File: src/rtl/acum4_pkg.sv
// acum4_pkg: shared types, widths and the signed-overflow rule for acum4.
package acum4_pkg;

    localparam int DATA_W = 4;

    // Encoding 2'd3 is unused and is steered back to IDLE by the FSM.
    typedef enum logic [1:0] {
        IDLE = 2'd0,
        ADD  = 2'd1,
        OUT  = 2'd2,
        BAD  = 2'd3
    } state_t;

    // Two's-complement overflow: operands share a sign that the result lacks.
    function automatic logic ovf_chk(
        input logic [DATA_W-1:0] x,
        input logic [DATA_W-1:0] y,
        input logic [DATA_W-1:0] s
    );
        return (x[DATA_W-1] == y[DATA_W-1]) && (s[DATA_W-1] != x[DATA_W-1]);
    endfunction

endpackage

File: src/rtl/sumcomp4.sv
// sumcomp4: 4-bit ripple-carry adder, S = x + y modulo 16 (carry out dropped).
// Ports: x0..x3, y0..y3 operand bits (bit 0 = LSB); S0..S3 sum bits.
module sumcomp4 (
    input  logic x0,
    input  logic x1,
    input  logic x2,
    input  logic x3,
    input  logic y0,
    input  logic y1,
    input  logic y2,
    input  logic y3,
    output logic S0,
    output logic S1,
    output logic S2,
    output logic S3
);

    logic c1, c2, c3;

    assign S0 = x0 ^ y0;
    assign c1 = x0 & y0;
    assign S1 = x1 ^ y1 ^ c1;
    assign c2 = (x1 & y1) | (c1 & (x1 ^ y1));
    assign S2 = x2 ^ y2 ^ c2;
    assign c3 = (x2 & y2) | (c2 & (x2 ^ y2));
    assign S3 = x3 ^ y3 ^ c3;

endmodule

File: src/rtl/acum4.sv
// acum4: registered 4-bit signed accumulator around sumcomp4 with valid/ready in and out.
// Ports: clk, rst_n (async active-low); in_valid/in_ready/in_data/in_clr operand side;
//        out_valid/out_ready/out_sum/out_ovf/out_ovf_sticky/out_cnt result side.
module acum4
    import acum4_pkg::*;
#(
    parameter int CNT_W = 4
) (
    input  logic              clk,
    input  logic              rst_n,
    input  logic              in_valid,
    output logic              in_ready,
    input  logic [DATA_W-1:0] in_data,
    input  logic              in_clr,
    output logic              out_valid,
    input  logic              out_ready,
    output logic [DATA_W-1:0] out_sum,
    output logic              out_ovf,
    output logic              out_ovf_sticky,
    output logic [CNT_W-1:0]  out_cnt
);

    state_t            state;
    logic [DATA_W-1:0] a, b, x, s;
    logic              c, ovf, sticky, ovf_now;
    logic [CNT_W-1:0]  cnt;

    // A clearing operation adds the operand to zero instead of the running total.
    assign x       = c ? '0 : a;
    assign ovf_now = ovf_chk(x, b, s);

    sumcomp4 u_add (
        .x0(x[0]), .x1(x[1]), .x2(x[2]), .x3(x[3]),
        .y0(b[0]), .y1(b[1]), .y2(b[2]), .y3(b[3]),
        .S0(s[0]), .S1(s[1]), .S2(s[2]), .S3(s[3])
    );

    always_ff @(posedge clk or negedge rst_n) begin
        if (!rst_n) begin
            state  <= IDLE;
            a      <= '0;
            b      <= '0;
            c      <= 1'b0;
            ovf    <= 1'b0;
            sticky <= 1'b0;
            cnt    <= '0;
        end else begin
            case (state)
                IDLE: if (in_valid) begin
                    b     <= in_data;
                    c     <= in_clr;
                    state <= ADD;
                end
                ADD: begin
                    a      <= s;
                    ovf    <= ovf_now;
                    sticky <= (c ? 1'b0 : sticky) | ovf_now;
                    cnt    <= c ? CNT_W'(1) : (&cnt ? cnt : cnt + CNT_W'(1));
                    state  <= OUT;
                end
                OUT: if (out_ready) state <= IDLE;
                default: state <= IDLE;
            endcase
        end
    end

    assign in_ready       = state == IDLE;
    assign out_valid      = state == OUT;
    assign out_sum        = a;
    assign out_ovf        = ovf;
    assign out_ovf_sticky = sticky;
    assign out_cnt        = cnt;

endmodule

File: config.mk
export PLATFORM = sky130hd
export DESIGN_NAME = acum4
export DESIGN_NICKNAME = d
export VERILOG_FILES = /design/src/rtl/acum4_pkg.sv /design/src/rtl/sumcomp4.sv /design/src/rtl/acum4.sv
export SDC_FILE = /design/constraint.sdc
export NUM_CORES = 1
export LEC_CHECK = 0
export CAP_MARGIN = 20
export CORE_AREA = 2 2 46 48
export DETAILED_ROUTE_END_ITERATION = 6
export DIE_AREA = 0 0 48 50
export HOLD_SLACK_MARGIN = 0.05
export PLACE_DENSITY = 0.8
export REMOVE_ABC_BUFFERS = 1
export SLEW_MARGIN = 20
export SYNTH_ARGS = -nofsm -noshare
export SYNTH_HDL_FRONTEND = slang
export SYNTH_SLANG_ARGS = --single-unit
export TNS_END_PERCENT = 5
File: constraint.sdc
create_clock -name clk -period 2.96 [get_ports clk]
set_input_delay 0.444 -clock clk [delete_from_list [all_inputs] [get_ports clk]]
set_output_delay 0.444 -clock clk [all_outputs]
set_load 0.03 [all_outputs]
==> results of run 1 <==
[critical path, stage by stage (launching register included)]
cell and delay [ns]:
dfrtp_1 0.54, nor2b_1 0.18, ha_1 0.15, inv_1 0.05, fa_1 0.37, fa_1 0.44
xnor2_1 0.20, o21ai_0 0.10, a22o_1 0.25
[power groups by stage]
stage | registers [mW] | logic (mW) | clock network, mW
after global routing | 0.472 | 0.700 | 0.137
after CTS | 0.454 | 0.634 | 0.128
after global placement | 0.452 | 0.620 | 0
after detailed placement | 0.459 | 0.631 | 0
final | 0.453 | 0.625 | 0.121
after floorplan | 0.545 | 0.314 | 0
[placed cells by master (no fill, tap or decap)]
cell             Yosys  layout
and4b_1              1       1
xnor2_1              1       1
nor2_1               4       4
clkbuf_4             0       3
ha_1                 2       2
a22o_1               1       1
dfrtp_1             17      17
nand4b_1             1       1
a41oi_1              1       1
nor2b_1              2       2
nor3_1               1       1
nand3b_1             1       1
nand3_1              1       1
fa_1                 2       2
nand2b_1             5       5
o41ai_1              2       2
o211ai_1             2       2
clkdlybuf4s50_1      0      20
o311ai_0             1       1
inv_1                7       7
mux2_2               6       6
a31oi_1              1       1
or4_1                1       1
and2_1               1       1
nand2_1              8       8
o21ai_0              8       8
clkbuf_1             1       1
[worst max-delay path by stage]
| stage | startpoint | endpoint | depth (start not counted) |
|---|---|---|---|
| final | c$_DFFE_PN0P_ | out_sum[3]$_DFFE_PN0P_ | 8 |
| after global routing | c$_DFFE_PN0P_ | out_sum[3]$_DFFE_PN0P_ | 8 |
| after CTS | c$_DFFE_PN0P_ | out_sum[3]$_DFFE_PN0P_ | 8 |
| after detailed placement | c$_DFFE_PN0P_ | out_sum[3]$_DFFE_PN0P_ | 8 |
| after global placement | c$_DFFE_PN0P_ | out_sum[3]$_DFFE_PN0P_ | 8 |
| after floorplan | out_sum[0]$_DFFE_PN0P_ | out_sum[3]$_DFFE_PN0P_ | 8 |
[cell families after synthesis]
family / count (synthesis)
compound gates: 16
xor+xnor: 1
fa+ha+maj: 4
buf+inv: 10
flops: 17
mux: 6
simple gates: 26
[stage by stage]
| stage | worst slack [ns] | hold slack, ns | instances |
|---|---|---|---|
| 2_1_floorplan | 0.703 | 0.148 | 77 |
| 5_1_grt | 0.417 | 0.558 | 128 |
| 3_5_place_dp | 0.579 | 0.503 | 124 |
| 6_report | 0.575 | 0.520 | 128 |
| 4_1_cts | 0.568 | 0.526 | 128 |
| 3_3_place_gp | 0.676 | 0.495 | 124 |
[area by class of cell]
class,count,area (um2)
clock buffers,4,26.3
fillers,164,805
inverters,7,26.3
multi-input cells,53,385
flip-flops and latches,17,425
well taps,27,33.8
repair buffers,20,200
[per-layer routing]
metal	global-route usage (%)	wire, um	vias to the layer above
met4	13.1	55	0
met2	24.9	739	19
met5	0	0	-
met3	2.56	49	4
li1	-	-	319
met1	19.6	699	318
[registers in the layout, indices dropped and copies added (netlist names)]
signal / flops
b: 4
c: 1
out_cnt: 4
out_ovf: 1
out_ovf_sticky: 1
out_sum: 4
state: 2
==> metrics.csv, run 1 <==
stage;metric;value;unit
outcome;run status;finished clean;
finish;Nets;115;
yosys;Yosys Warn Count;0;
finish;# diodes;0;
clocking;post-CTS setup buffer count;0;
hold_path;worst hold path class;reg -> reg;
placement;post-detail-place hpwl;1140;um
sta;maximum clock frequency;419;MHz
detailed_routing;DRC errors left;0;
placement;Placed Area;0.00107;mm2
placement;RePlAce Congestion;0.750;
die;Initial Util;44.7;%
die;core area;0.00190;mm2
yosys;adder-cell share of the synthesized area;7.65;%
detailed_routing;post-route ant nets;0;
hold_path;worst hold endpoint;out_sum[0]$_DFFE_PN0P_;
yosys;Yosys cell types;26;
sta;Hold Vio Cnt, Final;0;
yosys;top_reg_cell synth;dfrtp_1;
clocking;Clock Pin Slew Worst Setup and Hold Paths;0.09;ns
grt;Total GRT Usage;16.5;%
yosys;largest family of logic cells by synthesized area;simple AND/OR/NAND/NOR gates;
setup_path;Critical Path End Type;register;
clocking;clk_lat worst skew;0.29;ns
die;io pins;21;
yosys;Post-synth EDFFs;0;
detailed_routing;final WL;1540;um
grt;remaining global-route overflow;0;
die;chip height;50;um
finish;share of layout cells above drive strength 1;8.91;%
grt;first-pass GRT wire length;2700;um
yosys;Yosys reg bits;17;
flow_run;max_cap viols;0;
die;full die area;0.00240;mm2
grt;number of global-route vias before repair;643;
finish;final instance area;0.00110;mm2
yosys;post-synth top area share;50.0;%
sta;setup TNS;0;ns
finish;Area Growth Syn to Fin;29.0;%
setup_path;Critical Path Start Type;register;
sta;Layout Skew;0.00493;ns
setup_path;crit path max fanout;16;
grt;largest net degree at the start of global routing;18;
clocking;htree depth;1;
clocking;cts hold-fix bufs;0;
pwr;Worst IR Drop VDD;0.428;mV
pwr;Power Total;1.20;mW
placement;Port-buffer cells;20;
detailed_routing;first-pass detailed-route iteration total;4;
sta;relative slew slack;51.3;%
detailed_routing;Via density;5.16;
yosys;register area share after synthesis;50.0;%
sta;RSZ-0062 raised after global routing;no;
sta;fin. max-slew vios;0;
die;Die X;48;um
clocking;Root Driver;clkbuf_4;
yosys;Post-Synth XOR/XNOR Area;1.03;%
pwr;Leakage;0.462;nW
yosys;synthesized instance count;80;
pwr;internal power of the cells;680;uW
yosys;Synth Area in Simple Gates;16.3;%
pwr;clock power share;10.1;%
detailed_routing;DR WL/cell;12.1;um
yosys;Avg Cell Area, Syn;10.6;um2
die;Rows;16;
sta;Period Utilization, post-route;80.6;%
yosys;asr flop ratio synth;100;%
setup_path;Critical Path AT;2.57;ns
sta;Setup Viol. Count Final;0;
clocking;clock sink count;17;
yosys;Compound-Gate Fraction of Synth Area;12.4;%
pwr;Switching Fraction;43.3;%
sta;worst slew pin tran;0.729;ns
clocking;CTS Buffer Depth;2;
setup_path;Worst Path Required;3.14;ns
sta;Final Critical Period;2.38;ns
yosys;Synth area leaders;dfrtp_1 50%, mux2_2 7.9%, fa_1 4.7%;
hold_path;worst hold path depth;2;
hold_path;Hold Crit Start;out_sum[0]$_DFFE_PN0P_;
yosys;post-synthesis mux area share;7.94;%
yosys;most frequent cell after synthesis;dfrtp_1;
pwr;Seq pwr share;37.8;%
setup_path;slack of the worst reg-to-reg path;0.58;ns
finish;Util after Layout;57.7;%
grt;initial antenna violation count;0;
clocking;CTS tree;done;
yosys;post-synth top area cell;dfrtp_1;
setup_path;Setup CP Type;reg -> reg;
yosys;post-synthesis cell area;851;um2
pwr;cell area power density;1090;mW/mm2
detailed_routing;routed vias;660;
detailed_routing;First DRT Iteration DRCs;12;
clocking;cts bufs inserted;3;
pwr;combinational share of power;52.1;%
setup_path;reg2reg end;out_sum[3]$_DFFE_PN0P_;
clocking;Resize count post-CTS;0;
setup_path;R2R cell count;8;
setup_path;critical register-to-register path startpoint;c$_DFFE_PN0P_;
pwr;sw power;519;uW
yosys;leading cell types by count after synthesis;17 x dfrtp_1, 8 x nand2_1, 8 x o21ai_0;
Note: power is estimated with default switching activity, not from simulation.
==> run 2, diff against run 1 <==
==> constraint.sdc (replaced) <==
create_clock -name clk -period 2.2 [get_ports clk]
set_input_delay 0.33 -clock clk [delete_from_list [all_inputs] [get_ports clk]]
set_output_delay 0.33 -clock clk [all_outputs]
set_load 0.03 [all_outputs]
==> metrics.csv, run 2 (same netlist as run 1, synthesis figures left out) <==
stage;metric;value;unit;change
grt;first-pass GRT wire length;2700;um;+0.26%
placement;Port-buffer cells;20;;unchanged
detailed_routing;met3 wire len;45;um;-8.2%
clocking;Clock Pin Slew Worst Setup and Hold Paths;0.10;ns;about the same
grt;initial antenna violation count;0;;unchanged
detailed_routing;Via density;5.04;;-2.3%
clocking;CTS tree;done;;
pwr;Leakage;0.483;nW;+4.4%
placement;Placed Area;0.00108;mm2;+0.70%
clocking;cts hold-fix bufs;0;;unchanged
detailed_routing;final WL;1710;um;+11%
detailed_routing;first-pass detailed-route iteration total;4;;unchanged
detailed_routing;DRC errors left;0;;unchanged
finish;Nets;118;;+2.6%
detailed_routing;post-route ant nets;0;;unchanged
detailed_routing;wl on met1;766;um;+9.6%
finish;Util after Layout;59.5;%;+1.8 points
finish;# diodes;0;;unchanged
pwr;Power Total;1.71;mW;+43%
die;Initial Util;44.7;%;unchanged
sta;RSZ-0062 raised after global routing;yes;;
die;Rows;16;;unchanged
die;chip height;50;um;unchanged
setup_path;Critical Path Start Type;register;;
placement;Place WS;-0.0131;ns;-0.592 ns
grt;number of global-route vias before repair;648;;+0.78%
pwr;sw power;739;uW;+42%
sta;Layout Skew;0.00262;ns;-0.00231 ns
sta;Period Utilization, post-route;97.6;%;+17 points
sta;setup ws final;0.0522;ns;-0.523 ns
clocking;clock sink count;17;;unchanged
grt;remaining global-route overflow;0;;unchanged
setup_path;Setup CP Type;reg -> reg;;
placement;RePlAce Congestion;0.786;;+4.8%
pwr;Worst IR Drop VDD;0.616;mV;+44%
outcome;run status;finished clean;;
pwr;clock power share;9.8;%;-0.3 points
finish;share of layout cells above drive strength 1;14.4;%;+5.5 points
sta;Setup Viol. Count Final;0;;unchanged
pwr;combinational share of power;55.9;%;+3.8 points
detailed_routing;First DRT Iteration DRCs;13;;+1
setup_path;crit path max fanout;3;;-13
sta;Final Critical Period;2.15;ns;-0.237 ns
sta;relative slew slack;50.6;%;-0.67 points
clocking;Root Driver;clkbuf_4;;
finish;commonest non-fill, non-tap cells in the layout;20 x clkdlybuf4s50_1, 17 x dfrtp_1, 8 x o21ai_0, 8 x nand2_1, 7 x inv_1;;
finish;commonest non-fill, non-tap cell in the layout;clkdlybuf4s50_1;;
setup_path;Critical Path AT;2.34;ns;-0.23 ns
finish;final instance area;0.00113;mm2;+3.2%
sta;fin. max-slew vios;0;;unchanged
die;io pins;21;;unchanged
clocking;cts bufs inserted;3;;unchanged
pwr;Seq pwr share;34.3;%;-3.5 points
detailed_routing;routed vias;660;;unchanged
sta;maximum clock frequency;466;MHz;+11%
sta;Hold Vio Cnt, Final;0;;unchanged
clocking;clk_lat worst skew;0.29;ns;about the same
pwr;cell area power density;1510;mW/mm2;+38%
grt;Total GRT Usage;16.5;%;+0.048 points
hold_path;worst hold path class;in -> async;;
pwr;internal power of the cells;973;uW;+43%
sta;worst slew pin tran;0.739;ns;+0.00994 ns
flow_run;max_cap viols;0;;unchanged
setup_path;Worst Path Required;2.39;ns;-0.75 ns
placement;post-detail-place hpwl;1240;um;+9.2%
clocking;CTS Buffer Depth;2;;unchanged
finish;Area Growth Syn to Fin;33.1;%;
detailed_routing;top sig layer;met4;;
clocking;htree depth;1;;unchanged
die;Die X;48;um;unchanged
detailed_routing;DR WL met2;839;um;+14%
die;core area;0.00190;mm2;unchanged
detailed_routing;DR WL/cell;13.1;um;+8.3%
die;full die area;0.00240;mm2;unchanged
setup_path;Critical Path End Type;register;;
sta;worst hold margin;0.467;ns;-0.0527 ns
pwr;Switching Fraction;43.2;%;-0.14 points
grt;largest net degree at the start of global routing;18;;unchanged
run 2: worst max-delay path, cell delays in order (launching register included):
cell     delay (ns)
dfrtp_1        0.41
nor2b_1        0.14
ha_1           0.16
inv_1          0.05
fa_2           0.35
fa_2           0.44
xnor2_2        0.15
o21ai_0        0.10
a22o_1         0.25
run 2: worst paths after layout:
check / slack, ns / from / depth (start not counted) / endpoint
max reg2reg: 0.05 / c$_DFFE_PN0P_ / 8 / out_sum[3]$_DFFE_PN0P_
min in group clk: 0.51 / out_sum[0]$_DFFE_PN0P_ / 2 / out_sum[0]$_DFFE_PN0P_
max in group asynchronous: 1.27 / rst_n / 1 / b[2]$_DFFE_PN0P_
min: 0.47 / rst_n / 1 / state[1]$_DFFE_PN0P_
min reg2reg: 0.51 / out_sum[0]$_DFFE_PN0P_ / 2 / out_sum[0]$_DFFE_PN0P_
max: 0.05 / c$_DFFE_PN0P_ / 8 / out_sum[3]$_DFFE_PN0P_
run 2: routing by layer:
layer / vias up / GRT usage [%]
met5: - / 0
met4: 0 / 13.5
met3: 4 / 2.20
met2: 17 / 24.4
met1: 311 / 20.2
li1: 328 / -
run 2: power by group through the flow:
stage	logic, mW	registers (mW)	clock network [mW]
floorplan	0.423	0.734	0
global placement	0.879	0.582	0
detailed placement	0.907	0.591	0
CTS	0.918	0.587	0.174
global route	1.04	0.611	0.191
finish	0.957	0.586	0.168
run 2: per-stage QoR:
stage / std cells / TNS [ns]
5_1_grt: 131 / -0.0442
2_1_floorplan: 77 / -0.0573
3_5_place_dp: 125 / -0.0131
6_report: 131 / 0
4_1_cts: 129 / 0
3_3_place_gp: 125 / 0
run 2: area by class of cell:
type / instances / area (um2)
timing repair buffer: 23 / 223
fill: 153 / 769
inverter: 7 / 26.3
tap: 27 / 33.8
multi-input combinational: 53 / 398
sequential: 17 / 425
clock buffer: 4 / 26.3
run 2: repair_timing:
item,CTS,global route
setup endpoints to repair,1,1
endpoints found under the hold margin,0,0
pin swaps,0,1
setup buffers,0,2
resized for setup,1,2
==> run 3, diff against run 2 <==
--- a/config.mk
+++ b/config.mk
@@ -6,14 +6,15 @@
 export NUM_CORES = 1
 export LEC_CHECK = 0
 export CAP_MARGIN = 20
-export CORE_AREA = 2 2 46 48
+export CORE_AREA = 2 2 47 49
 export DETAILED_ROUTE_END_ITERATION = 6
-export DIE_AREA = 0 0 48 50
+export DIE_AREA = 0 0 49 51
 export HOLD_SLACK_MARGIN = 0.05
-export PLACE_DENSITY = 0.8
+export PLACE_DENSITY = 0.78
 export REMOVE_ABC_BUFFERS = 1
 export SLEW_MARGIN = 20
 export SYNTH_ARGS = -nofsm -noshare
 export SYNTH_HDL_FRONTEND = slang
+export SYNTH_HIERARCHICAL = 1
 export SYNTH_SLANG_ARGS = --single-unit
 export TNS_END_PERCENT = 5
==> metrics.csv, run 3 <==
stage;metric;value;unit;change
outcome;run status;finished with violations;;
outcome;failing checks;negative setup slack;;
finish;Multi-input gate area;407;um2;+2.2%
yosys;top_reg_cell synth;dfrtp_1;;
clocking;CTS tree;done;;
die;io pins;21;;unchanged
sta;worst slew pin tran;0.413;ns;-0.326 ns
die;full die area;0.00250;mm2;+4.1%
sta;Final Critical Period;2.35;ns;+0.207 ns
finish;commonest non-fill, non-tap cells in the layout;20 x clkdlybuf4s50_1, 17 x dfrtp_1, 9 x mux2_2;;
hold_path;worst hold path class;in -> async;;
yosys;Synth area leaders;dfrtp_1 49%, mux2_2 12%, fa_1 4.6%;;
setup_path;reg2reg end;out_ovf_sticky$_DFFE_PN0N_;;
sta;maximum clock frequency;425;MHz;-8.8%
yosys;Post-synth EDFFs;0;;unchanged
die;Rows;17;;+1
grt;remaining global-route overflow;0;;unchanged
detailed_routing;Via density;5.04;;about the same
yosys;post-synth top area cell;dfrtp_1;;
detailed_routing;DR WL/cell;13.0;um;-0.53%
sta;Period Utilization, post-route;107;%;+9.4 points
setup_path;crit path max fanout;3;;unchanged
clocking;Root Driver;clkbuf_4;;
finish;share of layout cells above drive strength 1;25.5;%;+11 points
setup_path;Worst Path Required;2.40;ns;about the same
yosys;Post-Synth XOR/XNOR Area;2.73;%;+1.7 points
finish;commonest non-fill, non-tap cell in the layout;clkdlybuf4s50_1;;
sta;Setup Viol. Count Final;2;;+2
sta;setup ws final;-0.155;ns;-0.207 ns
detailed_routing;First DRT Iteration DRCs;6;;-7
yosys;register area share after synthesis;48.9;%;-1.1 points
grt;largest net degree at the start of global routing;19;;+1
grt;number of global-route vias before repair;684;;+5.6%
setup_path;Setup CP Type;reg -> reg;;
detailed_routing;post-route ant nets;0;;unchanged
die;core area;0.00206;mm2;+8.5%
sta;worst hold margin;0.357;ns;-0.110 ns
pwr;Power Total;1.93;mW;+13%
yosys;leading cell types by count after synthesis;17 x dfrtp_1, 9 x mux2_2, 4 x a21oi_1, 4 x inv_1, 4 x nor2b_1;;
setup_path;slack of the worst reg-to-reg path;-0.15;ns;-0.21 ns
yosys;Synth Area in Simple Gates;14.8;%;-1.5 points
sta;RSZ-0062 raised after global routing;yes;;
sta;Hold Vio Cnt, Final;0;;unchanged
finish;Nets;112;;-5.1%
yosys;Avg Cell Area, Syn;12.3;um2;+15%
yosys;Yosys Warn Count;6;;+6
detailed_routing;first-pass detailed-route iteration total;4;;unchanged
yosys;Yosys reg bits;17;;unchanged
pwr;Leakage;0.504;nW;+4.4%
detailed_routing;DR WL met2;910;um;+8.5%
die;Initial Util;42.2;%;-2.5 points
sta;Layout Skew;0.00203;ns;-0.000584 ns
yosys;post-synthesis mux area share;11.6;%;+3.7 points
flow_run;max_cap viols;0;;unchanged
pwr;Worst IR Drop VDD;0.975;mV;+58%
die;chip height;51;um;+2.0%
detailed_routing;routed vias;635;;-3.8%
grt;first-pass GRT wire length;2960;um;+9.5%
setup_path;Critical Path Start Type;register;;
die;Die X;49;um;+2.1%
detailed_routing;DRC errors left;0;;unchanged
yosys;Yosys cell types;30;;+15%
sta;fin. max-slew vios;0;;unchanged
detailed_routing;final WL;1640;um;-4.3%
yosys;largest family of logic cells by synthesized area;simple AND/OR/NAND/NOR gates;;
yosys;post-synthesis cell area;871;um2;+2.4%
setup_path;Critical Path End Type;register;;
clocking;CTS Buffer Depth;2;;unchanged
clocking;cts hold-fix bufs;0;;unchanged
yosys;post-synth top area share;48.9;%;-1.1 points
sta;setup TNS;-0.175;ns;-0.175 ns
yosys;asr flop ratio synth;100;%;unchanged
placement;Port-buffer cells;20;;unchanged
placement;RePlAce Congestion;0.780;;-0.81%
finish;Fillers;176;;+15%
detailed_routing;met3 wire len;38;um;-16%
yosys;Compound-Gate Fraction of Synth Area;9.20;%;-3.2 points
clocking;Clock Pin Slew Worst Setup and Hold Paths;0.10;ns;about the same
finish;Reg area;425;um2;unchanged
grt;initial antenna violation count;0;;unchanged
clocking;clk_lat worst skew;0.28;ns;about the same
clocking;htree depth;1;;unchanged
finish;# diodes;0;;unchanged
setup_path;Critical Path AT;2.56;ns;+0.22 ns
finish;Area Growth Syn to Fin;33.3;%;
setup_path;critical register-to-register path startpoint;out_sum[0]$_DFFE_PN0N_;;
pwr;cell area power density;1660;mW/mm2;+10%
setup_path;R2R cell count;8;;unchanged
placement;post-detail-place hpwl;1210;um;-2.4%
detailed_routing;wl on met1;675;um;-12%
detailed_routing;top sig layer;met4;;
clocking;clock sink count;17;;unchanged
yosys;synthesized instance count;71;;-11%
sta;relative slew slack;72.4;%;+22 points
yosys;adder-cell share of the synthesized area;7.47;%;-0.18 points
yosys;most frequent cell after synthesis;dfrtp_1;;
clocking;cts bufs inserted;3;;unchanged
grt;Total GRT Usage;15.5;%;-1.0 points
-- run 3: layout make-up --
cell class              count  share of cell area [%]
well taps                  28                    3.02
inverters                   4                    1.29
repair buffers             27                    21.8
clock buffers               4                    2.26
flip-flops and latches     17                    36.6
multi-input cells          46                    35.0
-- run 3: worst max-delay path, stage by stage, from the launching register on --
cell and delay, ns:
dfrtp_1 0.40, nor2b_1 0.14, ha_2 0.19, fa_2 0.34, fa_2 0.34, xor3_1 0.23, inv_2 0.05, or4b_1 0.51
o221ai_1 0.08
-- run 3: per-stage QoR --
step	instances	util [%]	worst slack [ns]	area, um2
detailed placement	121	54.3	-0.415	1120
global placement	121	54.3	-0.310	1120
global route	126	56.3	-0.241	1160
floorplan	67	-	-0.475	840
CTS	125	55.9	-0.183	1150
finish	126	56.3	-0.155	1160
-- run 3: worst max path at each step --
stage	startpoint	to	slack (ns)	cells after the start
3_3_place_gp	out_sum[0]$_DFFE_PN0N_	out_ovf_sticky$_DFFE_PN0N_	-0.31	8
5_1_grt	out_sum[0]$_DFFE_PN0N_	out_ovf_sticky$_DFFE_PN0N_	-0.24	8
3_5_place_dp	out_sum[0]$_DFFE_PN0N_	out_ovf_sticky$_DFFE_PN0N_	-0.42	8
6_report	out_sum[0]$_DFFE_PN0N_	out_ovf_sticky$_DFFE_PN0N_	-0.15	8
4_1_cts	out_sum[0]$_DFFE_PN0N_	out_ovf_sticky$_DFFE_PN0N_	-0.18	8
2_1_floorplan	out_sum[0]$_DFFE_PN0N_	out_ovf_sticky$_DFFE_PN0N_	-0.48	8
-- run 3: cells by family after synthesis --
logic type,after synthesis
xor gates and xnor gates,1
AOI/OAI and AO/OA,12
muxes,9
buffers and inverters,8
adders and majority gates,4
and+or+nand+nor,20
DFF,17
-- run 3: what timing repair did --
action,CTS,global route
gates resized for setup,3,1
endpoints found under the setup margin,3,2
buffers inserted,0,1
pin swaps,2,1
-- run 3: layer usage --
layer	global-route usage [%]	vias up
met1	18.2	314
met3	2.63	2
met4	6.19	0
li1	-	309
met5	0	-
met2	28.3	10
-- run 3: power by group --
group          total, mW  internal, mW  leakage (nW)  switching, mW
sequential         0.619         0.466         0.203          0.153
clock              0.164        0.0703        0.0150         0.0934
combinational       1.15         0.599         0.286          0.550
